`src/rtl/regfile_wb_arbiter_pkg.sv`:
```
// Shared types and sizes for the register-file writeback arbiter slice.
package regfile_wb_pkg;

    typedef enum logic {
        INIT = 1'b0,
        RUN  = 1'b1
    } state_t;

    localparam int REG_W    = 4;
    localparam int DATA_W   = 16;
    localparam int NUM_REGS = 16;
    localparam int DROP_W   = 8;
    localparam int STARVE_W = 4;

    localparam logic [REG_W-1:0] REG_ZERO = 4'd0;
    localparam logic [REG_W-1:0] LAST_REG = REG_W'(NUM_REGS - 1);

endpackage

```
`src/rtl/regfile_wb_arbiter_if.sv`:
```
// Writeback requester handshakes plus the register-file write port they share.
interface regfile_wb_arbiter_if;
    import regfile_wb_pkg::*;

    logic              a_valid;
    logic [REG_W-1:0]  a_reg;
    logic [DATA_W-1:0] a_data;
    logic              a_ready;
    logic              b_valid;
    logic [REG_W-1:0]  b_reg;
    logic [DATA_W-1:0] b_data;
    logic              b_ready;
    logic              WriteReg;
    logic [REG_W-1:0]  DstReg;
    logic [DATA_W-1:0] DstData;
    logic              init_done;
    logic [DROP_W-1:0] drop_cnt;

    modport slave (
        input  a_valid, a_reg, a_data, b_valid, b_reg, b_data,
        output a_ready, b_ready, WriteReg, DstReg, DstData, init_done, drop_cnt
    );

    modport master (
        output a_valid, a_reg, a_data, b_valid, b_reg, b_data,
        input  a_ready, b_ready, WriteReg, DstReg, DstData, init_done, drop_cnt
    );

endinterface

```
`src/rtl/regfile_wb_arbiter_wb_grant_2.sv`:
```
// Two-way combinational grant: round-robin, or A-priority with a starvation escape for B.
module wb_grant_2
    import regfile_wb_pkg::*;
#(
    parameter bit FIXED_PRIO   = 1'b0,
    parameter int STARVE_LIMIT = 4
) (
    input  logic                aValid,
    input  logic                bValid,
    input  logic                lastGrantB,
    input  logic [STARVE_W-1:0] starveCnt,
    output logic [1:0]          grant
);

    always_comb begin
        grant = 2'b00;
        if (aValid && bValid) begin
            if (FIXED_PRIO)
                grant = (starveCnt == STARVE_W'(STARVE_LIMIT)) ? 2'b10 : 2'b01;
            else
                grant = lastGrantB ? 2'b01 : 2'b10;
        end else if (aValid) begin
            grant = 2'b01;
        end else if (bValid) begin
            grant = 2'b10;
        end
    end

endmodule

```
`src/rtl/regfile_wb_arbiter.sv`:
```
// Owns the register-file write port: zero sweep of R1..R15 after reset, then
// arbitrates ALU (A) and load (B) writebacks with a one-cycle registered write.
module regfile_wb_arbiter
    import regfile_wb_pkg::*;
#(
    parameter bit INIT_CLEAR   = 1'b1,
    parameter bit FIXED_PRIO   = 1'b0,
    parameter int STARVE_LIMIT = 4
) (
    input logic                 clk,
    input logic                 rst,
    regfile_wb_arbiter_if.slave bus
);

    localparam state_t RESET_STATE = INIT_CLEAR ? INIT : RUN;

    function automatic logic [DROP_W-1:0] satInc(input logic [DROP_W-1:0] v);
        return (&v) ? v : v + DROP_W'(1);
    endfunction

    state_t              state;
    state_t              stateNext;
    logic [REG_W-1:0]    sweepCnt;
    logic [STARVE_W-1:0] starveCnt;
    logic                lastGrantB;
    logic [1:0]          grant;
    logic                aReady;
    logic                bReady;
    logic                accept;
    logic [REG_W-1:0]    selReg;
    logic [DATA_W-1:0]   selData;

    logic                wrVld_p1;
    logic [REG_W-1:0]    dstReg_p1;
    logic [DATA_W-1:0]   dstData_p1;
    logic                initDone_p1;
    logic [DROP_W-1:0]   dropCnt_p1;

    wb_grant_2 #(
        .FIXED_PRIO   (FIXED_PRIO),
        .STARVE_LIMIT (STARVE_LIMIT)
    ) uGrant (
        .aValid     (bus.a_valid),
        .bValid     (bus.b_valid),
        .lastGrantB (lastGrantB),
        .starveCnt  (starveCnt),
        .grant      (grant)
    );

    always_ff @(posedge clk or negedge rst) begin
        if (!rst) state <= RESET_STATE;
        else      state <= stateNext;
    end

    always_comb begin
        stateNext = state;
        if (state == INIT && sweepCnt == LAST_REG)
            stateNext = RUN;
    end

    always_comb begin
        aReady  = (state == RUN) && grant[0];
        bReady  = (state == RUN) && grant[1];
        accept  = (bus.a_valid && aReady) || (bus.b_valid && bReady);
        selReg  = aReady ? bus.a_reg  : bus.b_reg;
        selData = aReady ? bus.a_data : bus.b_data;
    end

    // Arbitration bookkeeping: sweep address, B starvation age, round-robin pointer.
    always_ff @(posedge clk or negedge rst) begin
        if (!rst) begin
            sweepCnt   <= REG_W'(1);
            starveCnt  <= '0;
            lastGrantB <= 1'b1;
        end else begin
            if (state == INIT)
                sweepCnt <= sweepCnt + REG_W'(1);
            if (state == RUN && bus.b_valid && !bReady)
                starveCnt <= (&starveCnt) ? starveCnt : starveCnt + STARVE_W'(1);
            else
                starveCnt <= '0;
            if (bus.a_valid && aReady)
                lastGrantB <= 1'b0;
            else if (bus.b_valid && bReady)
                lastGrantB <= 1'b1;
        end
    end

    // Stage p1: registered register-file write; R0 targets are acknowledged but suppressed.
    always_ff @(posedge clk or negedge rst) begin
        if (!rst) begin
            wrVld_p1    <= 1'b0;
            dstReg_p1   <= '0;
            dstData_p1  <= '0;
            initDone_p1 <= 1'b0;
            dropCnt_p1  <= '0;
        end else begin
            initDone_p1 <= (stateNext == RUN);
            if (state == INIT) begin
                wrVld_p1   <= 1'b1;
                dstReg_p1  <= sweepCnt;
                dstData_p1 <= '0;
            end else if (accept) begin
                wrVld_p1   <= (selReg != REG_ZERO);
                dstReg_p1  <= selReg;
                dstData_p1 <= selData;
                if (selReg == REG_ZERO)
                    dropCnt_p1 <= satInc(dropCnt_p1);
            end else begin
                wrVld_p1 <= 1'b0;
            end
        end
    end

    assign bus.a_ready   = aReady;
    assign bus.b_ready   = bReady;
    assign bus.WriteReg  = wrVld_p1;
    assign bus.DstReg    = dstReg_p1;
    assign bus.DstData   = dstData_p1;
    assign bus.init_done = initDone_p1;
    assign bus.drop_cnt  = dropCnt_p1;

endmodule

```
`src/flat_wrapper.sv`:
```
// flat-port wrapper written by rule: the top's interface ports become plain ports
module regfile_wb_arbiter_flat import regfile_wb_pkg::*;
#(
    parameter bit INIT_CLEAR   = 1'b1,
    parameter bit FIXED_PRIO   = 1'b0,
    parameter int STARVE_LIMIT = 4
)
  (clk, rst, bus_a_valid, bus_a_reg, bus_a_data, bus_b_valid, bus_b_reg, bus_b_data, bus_a_ready, bus_b_ready, bus_WriteReg, bus_DstReg, bus_DstData, bus_init_done, bus_drop_cnt);
  regfile_wb_arbiter_if bus_i ();
  input logic clk;
  input logic rst;
  input wire logic [$bits(bus_i.a_valid)-1:0] bus_a_valid;
  input wire logic [$bits(bus_i.a_reg)-1:0] bus_a_reg;
  input wire logic [$bits(bus_i.a_data)-1:0] bus_a_data;
  input wire logic [$bits(bus_i.b_valid)-1:0] bus_b_valid;
  input wire logic [$bits(bus_i.b_reg)-1:0] bus_b_reg;
  input wire logic [$bits(bus_i.b_data)-1:0] bus_b_data;
  output wire logic [$bits(bus_i.a_ready)-1:0] bus_a_ready;
  output wire logic [$bits(bus_i.b_ready)-1:0] bus_b_ready;
  output wire logic [$bits(bus_i.WriteReg)-1:0] bus_WriteReg;
  output wire logic [$bits(bus_i.DstReg)-1:0] bus_DstReg;
  output wire logic [$bits(bus_i.DstData)-1:0] bus_DstData;
  output wire logic [$bits(bus_i.init_done)-1:0] bus_init_done;
  output wire logic [$bits(bus_i.drop_cnt)-1:0] bus_drop_cnt;
  assign bus_i.a_valid = bus_a_valid;
  assign bus_i.a_reg = bus_a_reg;
  assign bus_i.a_data = bus_a_data;
  assign bus_i.b_valid = bus_b_valid;
  assign bus_i.b_reg = bus_b_reg;
  assign bus_i.b_data = bus_b_data;
  assign bus_a_ready = bus_i.a_ready;
  assign bus_b_ready = bus_i.b_ready;
  assign bus_WriteReg = bus_i.WriteReg;
  assign bus_DstReg = bus_i.DstReg;
  assign bus_DstData = bus_i.DstData;
  assign bus_init_done = bus_i.init_done;
  assign bus_drop_cnt = bus_i.drop_cnt;
  regfile_wb_arbiter #(.INIT_CLEAR(INIT_CLEAR), .FIXED_PRIO(FIXED_PRIO), .STARVE_LIMIT(STARVE_LIMIT)) u_core (.clk(clk), .rst(rst), .bus(bus_i));
endmodule
```
`config.mk`:
```
export PLATFORM = sky130hd
export DESIGN_NAME = regfile_wb_arbiter_flat
export DESIGN_NICKNAME = d
export VERILOG_FILES = /design/src/rtl/regfile_wb_arbiter_pkg.sv /design/src/rtl/regfile_wb_arbiter_if.sv /design/src/rtl/regfile_wb_arbiter_wb_grant_2.sv /design/src/rtl/regfile_wb_arbiter.sv /design/src/flat_wrapper.sv
export SDC_FILE = /design/constraint.sdc
export NUM_CORES = 1
export LEC_CHECK = 0
export CORE_MARGIN = 3
export CORE_UTILIZATION = 37
export DETAILED_ROUTE_END_ITERATION = 10
export PLACE_DENSITY = 0.83
export SYNTH_ARGS = -nofsm -noshare
export SYNTH_HDL_FRONTEND = slang
export SYNTH_SLANG_ARGS = --single-unit
```
`constraint.sdc`:
```
create_clock -name clk -period 1.6 [get_ports clk]
set_input_delay 0.24 -clock clk [delete_from_list [all_inputs] [get_ports clk]]
set_output_delay 0.24 -clock clk [all_outputs]
set_load 0.02 [all_outputs]
```
==> results.yml, run 1 <==
worst_setup_path:
  crit_fanout: 4
  worstPathArrival_ns: 1.85
  slowest_stage: "dfstp_2"
  crit_required_ns: 1.76
  cp-end-kind: "flip-flop"
  crit_path_cell_trace: "inv_2 -> a21oi_4 -> buf_6 -> mux2i_4 -> buf_6 -> nor4_4 -> xor2_1"
  worstSetupPathType: "reg2reg"
  critPathBufInv: 3
  path_common_cell: "buf_6"
  slowest_delay_ns: 0.54
  cp_top_family: "flip-flops"
  worstSetupStartpointType: "flip-flop"
global_route:
  grtUsageTotal_pct: 18.8
  gr-total-overflow: 0
  grt_max_degree: 39
  grt_pass1_wl_um: 7760
  antenna_found_initial: 0
  grt_pass1_vias: 1614
pwr:
  p_int_uw: 1930
  pwr_density_cell_nw_per_um2: 934
  combPwrFrac_pct: 31.1
  leakagePower_uw: 0.00132
  switching_power_uw: 775
  p_seq_share_pct: 38.6
  clkPwrFrac_pct: 30.3
  switching_share_pct: 28.6
  peakVddDrop_uv: 582
timing:
  worst_pin_slew_ns: 0.452
  setup_viol: 8
  period_needed_ns: 1.70
  grt_setup_unrepaired: "yes"
  slew_headroom_pct: 69.9
  hold_viol: 0
  slew_viol_final: 0
  fin_skew_ns: 0.00397
  finalCritPeriodShare_pct: 106
  fmax_mhz: 590
  fin_ws_ns: -0.0962
yosys:
  ys_types: 29
  ys_seq_elements: 35
  syn_area_per_cell_um2: 10.8
  yosysSeqAreaShare_pct: 52.0
  syn_nets: 202
  ys_warn_count: 0
  syn_area_um2: 1690
  synthCells: 156
final_layout:
  layout_common_cells: "clkdlybuf4s50_1, dfrtp_1, nand3_1"
  layoutNonFillerInstCount: 308
  nets: 303
  final_util_pct: 69.0
  mostFrequentLayoutCell: "clkdlybuf4s50_1"
  fillCellCount: 334
  area_delta_synth_final_pct: 71.8
  num_antenna_cells: 0
  drive_above_1_share_pct: 23.3
clocking:
  cts_tree: "yes"
  clock_sinks: 35
  clk_pin_slew_ns: 0.07
  cts_htree_levels: 2
  clk_path_buf_depth: 2
  clk_latency_ns: 0.28
  cts_buffers: 5
  cts-root-buf: "clkbuf_8"
drt:
  top_layer: "met4"
  m1WireLength_um: 2040
  ant_nets: 0
  wl_um: 4710
  route.detailed.drc: 0
  wl_met2_um: 2250
  via_count: 1545
  wire_per_inst_um: 15.3
  drt_first_pass_iters: 4
  drt_iter0_drc: 52
  vias_per_cell: 5.02
  wl_met3_um: 358
placed_design:
  place_ws_ns: -0.361
  portBuffers: 75
  dp.cells: 294
  hpwl_um: 3300
  place_congestion: 0.855
floorplanning:
  die_area_um2: 5410
  start_util_pct: 40.2
  core_um2: 4200
  io_pins: 76
  die_w_um: 73.5
  die_h_um: 73.5
  fp-row-count: 23
status:
  violations: "negative setup slack"
  status: "complete, but fails checks"
flow_run:
  maxCapViolations: 0
min_path:
  hold_class: "in2async"
-- kinds of logic after synthesis --
group                    Yosys count  share of synthesized area (%)
XOR/XNOR                           9                           4.67
flip-flops                        35                           52.0
multiplexers                      25                           15.3
adder cells (fa/ha/maj)            2                           1.48
buffers and inverters             13                           3.11
AND/OR/NAND/NOR                   44                           13.6
AO/OA/AOI/OAI                     28                           9.71
-- synthesized netlist by cell type (all sizes together) --
library cell  count  area [um2]
a21oi             3        18.8
a31o              1        8.76
a31oi             1        6.26
a41o              1        10.0
buf               4        18.8
clkbuf            5        18.8
dfrtp            33         826
dfstp             2        52.6
ha                2        25.0
inv               4        15.0
mux2              4        45.0
mux2i            21         214
nand2             7        26.3
nand2b            1        6.26
nand3            23         115
nor2              4        15.0
nor2b             2        12.5
nor3              2        10.0
nor3b             1        7.51
nor4              4        37.5
o21a              1        7.51
o21ai            19        95.1
o221ai            2        17.5
xnor2             4        35.0
xor2              5        43.8
-- power by group through the flow --
stage          clock (uW)  sequential, uW  combinational, uW
6_report              820            1050                844
5_1_grt               883            1060                907
4_1_cts               842            1040                823
3_5_place_dp            0            1060                821
3_3_place_gp            0            1050                810
2_1_floorplan           0            1200                200
-- flip-flops by register name (all words and copies together), names as in the netlist --
register / cells
u_core.bus.DstData: 16
u_core.bus.DstReg: 4
u_core.bus.WriteReg: 1
u_core.bus.drop_cnt: 8
u_core.lastGrantB: 1
u_core.state: 1
u_core.sweepCnt: 4
-- worst paths after layout --
kind,cells past startpoint,end,startpoint,slack (ns)
max,7,u_core.bus.drop_cnt[7],u_core.lastGrantB,-0.1
min,2,u_core.sweepCnt[3],rst,0.44
max reg2reg,7,u_core.bus.drop_cnt[7],u_core.lastGrantB,-0.1
min reg2reg,1,u_core.sweepCnt[0],u_core.sweepCnt[0],0.50
max in group asynchronous,3,u_core.bus.drop_cnt[1],rst,0.55
min in group clk,3,u_core.lastGrantB,bus_b_valid,0.44
-- per-layer routing --
metal,vias up,global-route usage [%]
met4,0,6.24
met5,-,0
li1,756,-
met2,57,30.0
met3,7,6.70
met1,725,23.5
-- stage by stage --
| step | TNS [ns] | instance area (um2) | hold slack (ns) | total power [uW] |
|---|---|---|---|---|
| 6_report | -0.577 | 2900 | 0.439 | 2710 |
| 2_1_floorplan | 0 | 1710 | -0.0556 | 1400 |
| 5_1_grt | -1.19 | 2900 | 0.445 | 2850 |
| 3_5_place_dp | -8.06 | 2660 | 0.211 | 1880 |
| 3_3_place_gp | -7.02 | 2660 | 0.210 | 1860 |
| 4_1_cts | -0.271 | 2850 | 0.431 | 2710 |
-- what timing repair did --
action	4_1_cts	5_1_grt
buffers inserted	2	3
pin swaps	1	4
resized for setup	18	14
cloned	0	1
setup endpoints to repair	28	32
hold buffers	1	0
hold endpoints to repair	17	0
-- area by class of cell --
| cell class | instances | area, um2 | share of cell area, % |
|---|---|---|---|
| Clock buffer | 6 | 82.6 | 2.85 |
| Clock inverter | 2 | 35.0 | 1.21 |
| Inverter | 4 | 15.0 | 0.518 |
| Multi-Input combinational cell | 108 | 823 | 28.4 |
| Sequential cell | 35 | 882 | 30.4 |
| Tap cell | 50 | 62.6 | 2.16 |
| Timing Repair Buffer | 103 | 1000 | 34.5 |
Note: power is estimated with default switching activity, not from simulation.
==> run 2: changes to the inputs <==
CTS_CLUSTER_DIAMETER = 200   (was not set)
SKIP_CTS_REPAIR_TIMING = 1   (was not set)
==> run 2 against run 1 <==
The run still ends with negative setup slack left. Setup slack gained 0.019 ns. Utilization unchanged. Largest power group unchanged. First-iteration DRC count fell by 31%. Cell count shrank 1.3%. Clock power hardly changed. Worst hold slack worse by 0.10 ns. Clock skew fell by 0.00066 ns.
==> results.yml, run 2 (same netlist as run 1, synthesis figures left out) <==
timing:
  grt_setup_unrepaired: "yes"
  worst_pin_slew_ns: 0.441
  period_needed_ns: 1.68
  fin_ws_ns: -0.0768
  fmax_mhz: 596
  setup_viol: 9
  hold_viol: 0
  finalCritPeriodShare_pct: 105
  slew_headroom_pct: 70.6
  slew_viol_final: 0
  finalSetupTns_ns: -0.425
  fin_skew_ns: 0.00330
worst_setup_path:
  reg2reg_depth: 5
  crit_path_cell_trace: "inv_2 -> a21oi_4 -> mux2i_4 -> nor2_1 -> mux2_2"
  rrSetupSlack_ns: -0.08
  worstPathArrival_ns: 1.85
  slowest_delay_ns: 0.54
  worst_r2r_endpoint: "u_core.bus.drop_cnt[6]"
  crit_fanout: 4
  slowest_stage: "dfstp_2"
  crit_required_ns: 1.77
  worstSetupPathType: "reg2reg"
  worstSetupStartpointType: "flip-flop"
  cp-end-kind: "flip-flop"
  r2r-start: "u_core.lastGrantB"
global_route:
  grtUsageTotal_pct: 17.7
  grt_pass1_vias: 1543
  antenna_found_initial: 0
  grt_max_degree: 39
  grt_pass1_wl_um: 7310
  gr-total-overflow: 0
status:
  status: "complete, but fails checks"
  violations: "negative setup slack"
flow_run:
  maxCapViolations: 0
floorplanning:
  core_um2: 4200
  start_util_pct: 40.2
  io_pins: 76
  die_h_um: 73.5
  die_w_um: 73.5
  fp-row-count: 23
  die_area_um2: 5410
placed_design:
  hpwl_um: 3300
  place_ws_ns: -0.361
  place_congestion: 0.855
  dp.cells: 294
  portBuffers: 75
final_layout:
  largest_reg_flops: 16
  area_delta_synth_final_pct: 71.8
  fillCellCount: 320
  mostFrequentLayoutCell: "clkdlybuf4s50_1"
  num_antenna_cells: 0
  drive_above_1_share_pct: 21.7
  nets: 299
  layoutNonFillerInstCount: 304
  layout_common_cells: "clkdlybuf4s50_1, dfrtp_1, nand3_1"
  final_util_pct: 69.0
pwr:
  leakagePower_uw: 0.00137
  peakVddDrop_uv: 578
  pwr_density_cell_nw_per_um2: 935
clocking:
  clock_sinks: 35
  cts_tree: "yes"
  clk_path_buf_depth: 2
  cts_htree_levels: 2
  clk_pin_slew_ns: 0.07
  clk_latency_ns: 0.28
  cts-root-buf: "clkbuf_8"
  cts_buffers: 5
drt:
  vias_per_cell: 5.08
  wire_per_inst_um: 15.2
  via_count: 1544
  route.detailed.drc: 0
  ant_nets: 0
  drt_iter0_drc: 36
  wl_um: 4620
  drt_first_pass_iters: 5
min_path:
  hold_class: "in2reg"
  min_to: "u_core.lastGrantB"
  min_from: "bus_b_valid"
  worstHoldPathCells: 3
-- run 2: cell type report --
class	instances	area (um2)	share of cell area (%)
Multi-Input combinational cell	108	840	28.9
Timing Repair Buffer	99	983	33.9
Inverter	4	15.0	0.518
Clock inverter	2	35.0	1.21
Tap cell	50	62.6	2.16
Clock buffer	6	82.6	2.85
Sequential cell	35	882	30.4
-- run 2: worst max-delay path by stage --
| stage | startpoint | to | slack [ns] | cells past startpoint |
|---|---|---|---|---|
| 3_5_place_dp | bus_a_valid | bus_a_ready | -0.36 | 4 |
| 5_1_grt | u_core.lastGrantB | u_core.bus.drop_cnt[1] | -0.11 | 5 |
| 2_1_floorplan | u_core.bus.drop_cnt[0] | u_core.bus.drop_cnt[1] | 0.007 | 4 |
| 4_1_cts | u_core.lastGrantB | bus_a_ready | -0.41 | 3 |
| 3_3_place_gp | bus_a_valid | bus_a_ready | -0.34 | 4 |
| 6_report | u_core.lastGrantB | u_core.bus.drop_cnt[6] | -0.08 | 5 |
-- run 2: critical path, delay by kind of cell, from the launching register on --
kind / cells / cell delay (ns)
multiplexers: 2 / 0.63
flip-flops: 1 / 0.54
AO/OA/AOI/OAI: 1 / 0.24
AND/OR/NAND/NOR: 1 / 0.11
buffers and inverters: 1 / 0.04
-- run 2: per-layer routing --
metal	up-vias	track usage [%]	wire length, um
li1	752	-	-
met1	720	22.9	1930
met2	65	27.5	2230
met3	7	6.84	390
met4	0	5.43	65
met5	-	0	0
-- run 2: report_power, final --
| group | total [uW] | internal (uW) | switching, uW |
|---|---|---|---|
| clock | 819 | 504 | 315 |
| sequential | 1050 | 989 | 58.2 |
| combinational | 846 | 446 | 400 |
-- run 2: stage by stage --
stage	hold WS, ns	cell area [um2]	total power [uW]
finish	0.338	2900	2710
global route	0.354	2900	2860
CTS	-0.0969	2780	2710
detailed placement	0.211	2660	1880
global placement	0.210	2660	1860
floorplan	-0.0556	1710	1400
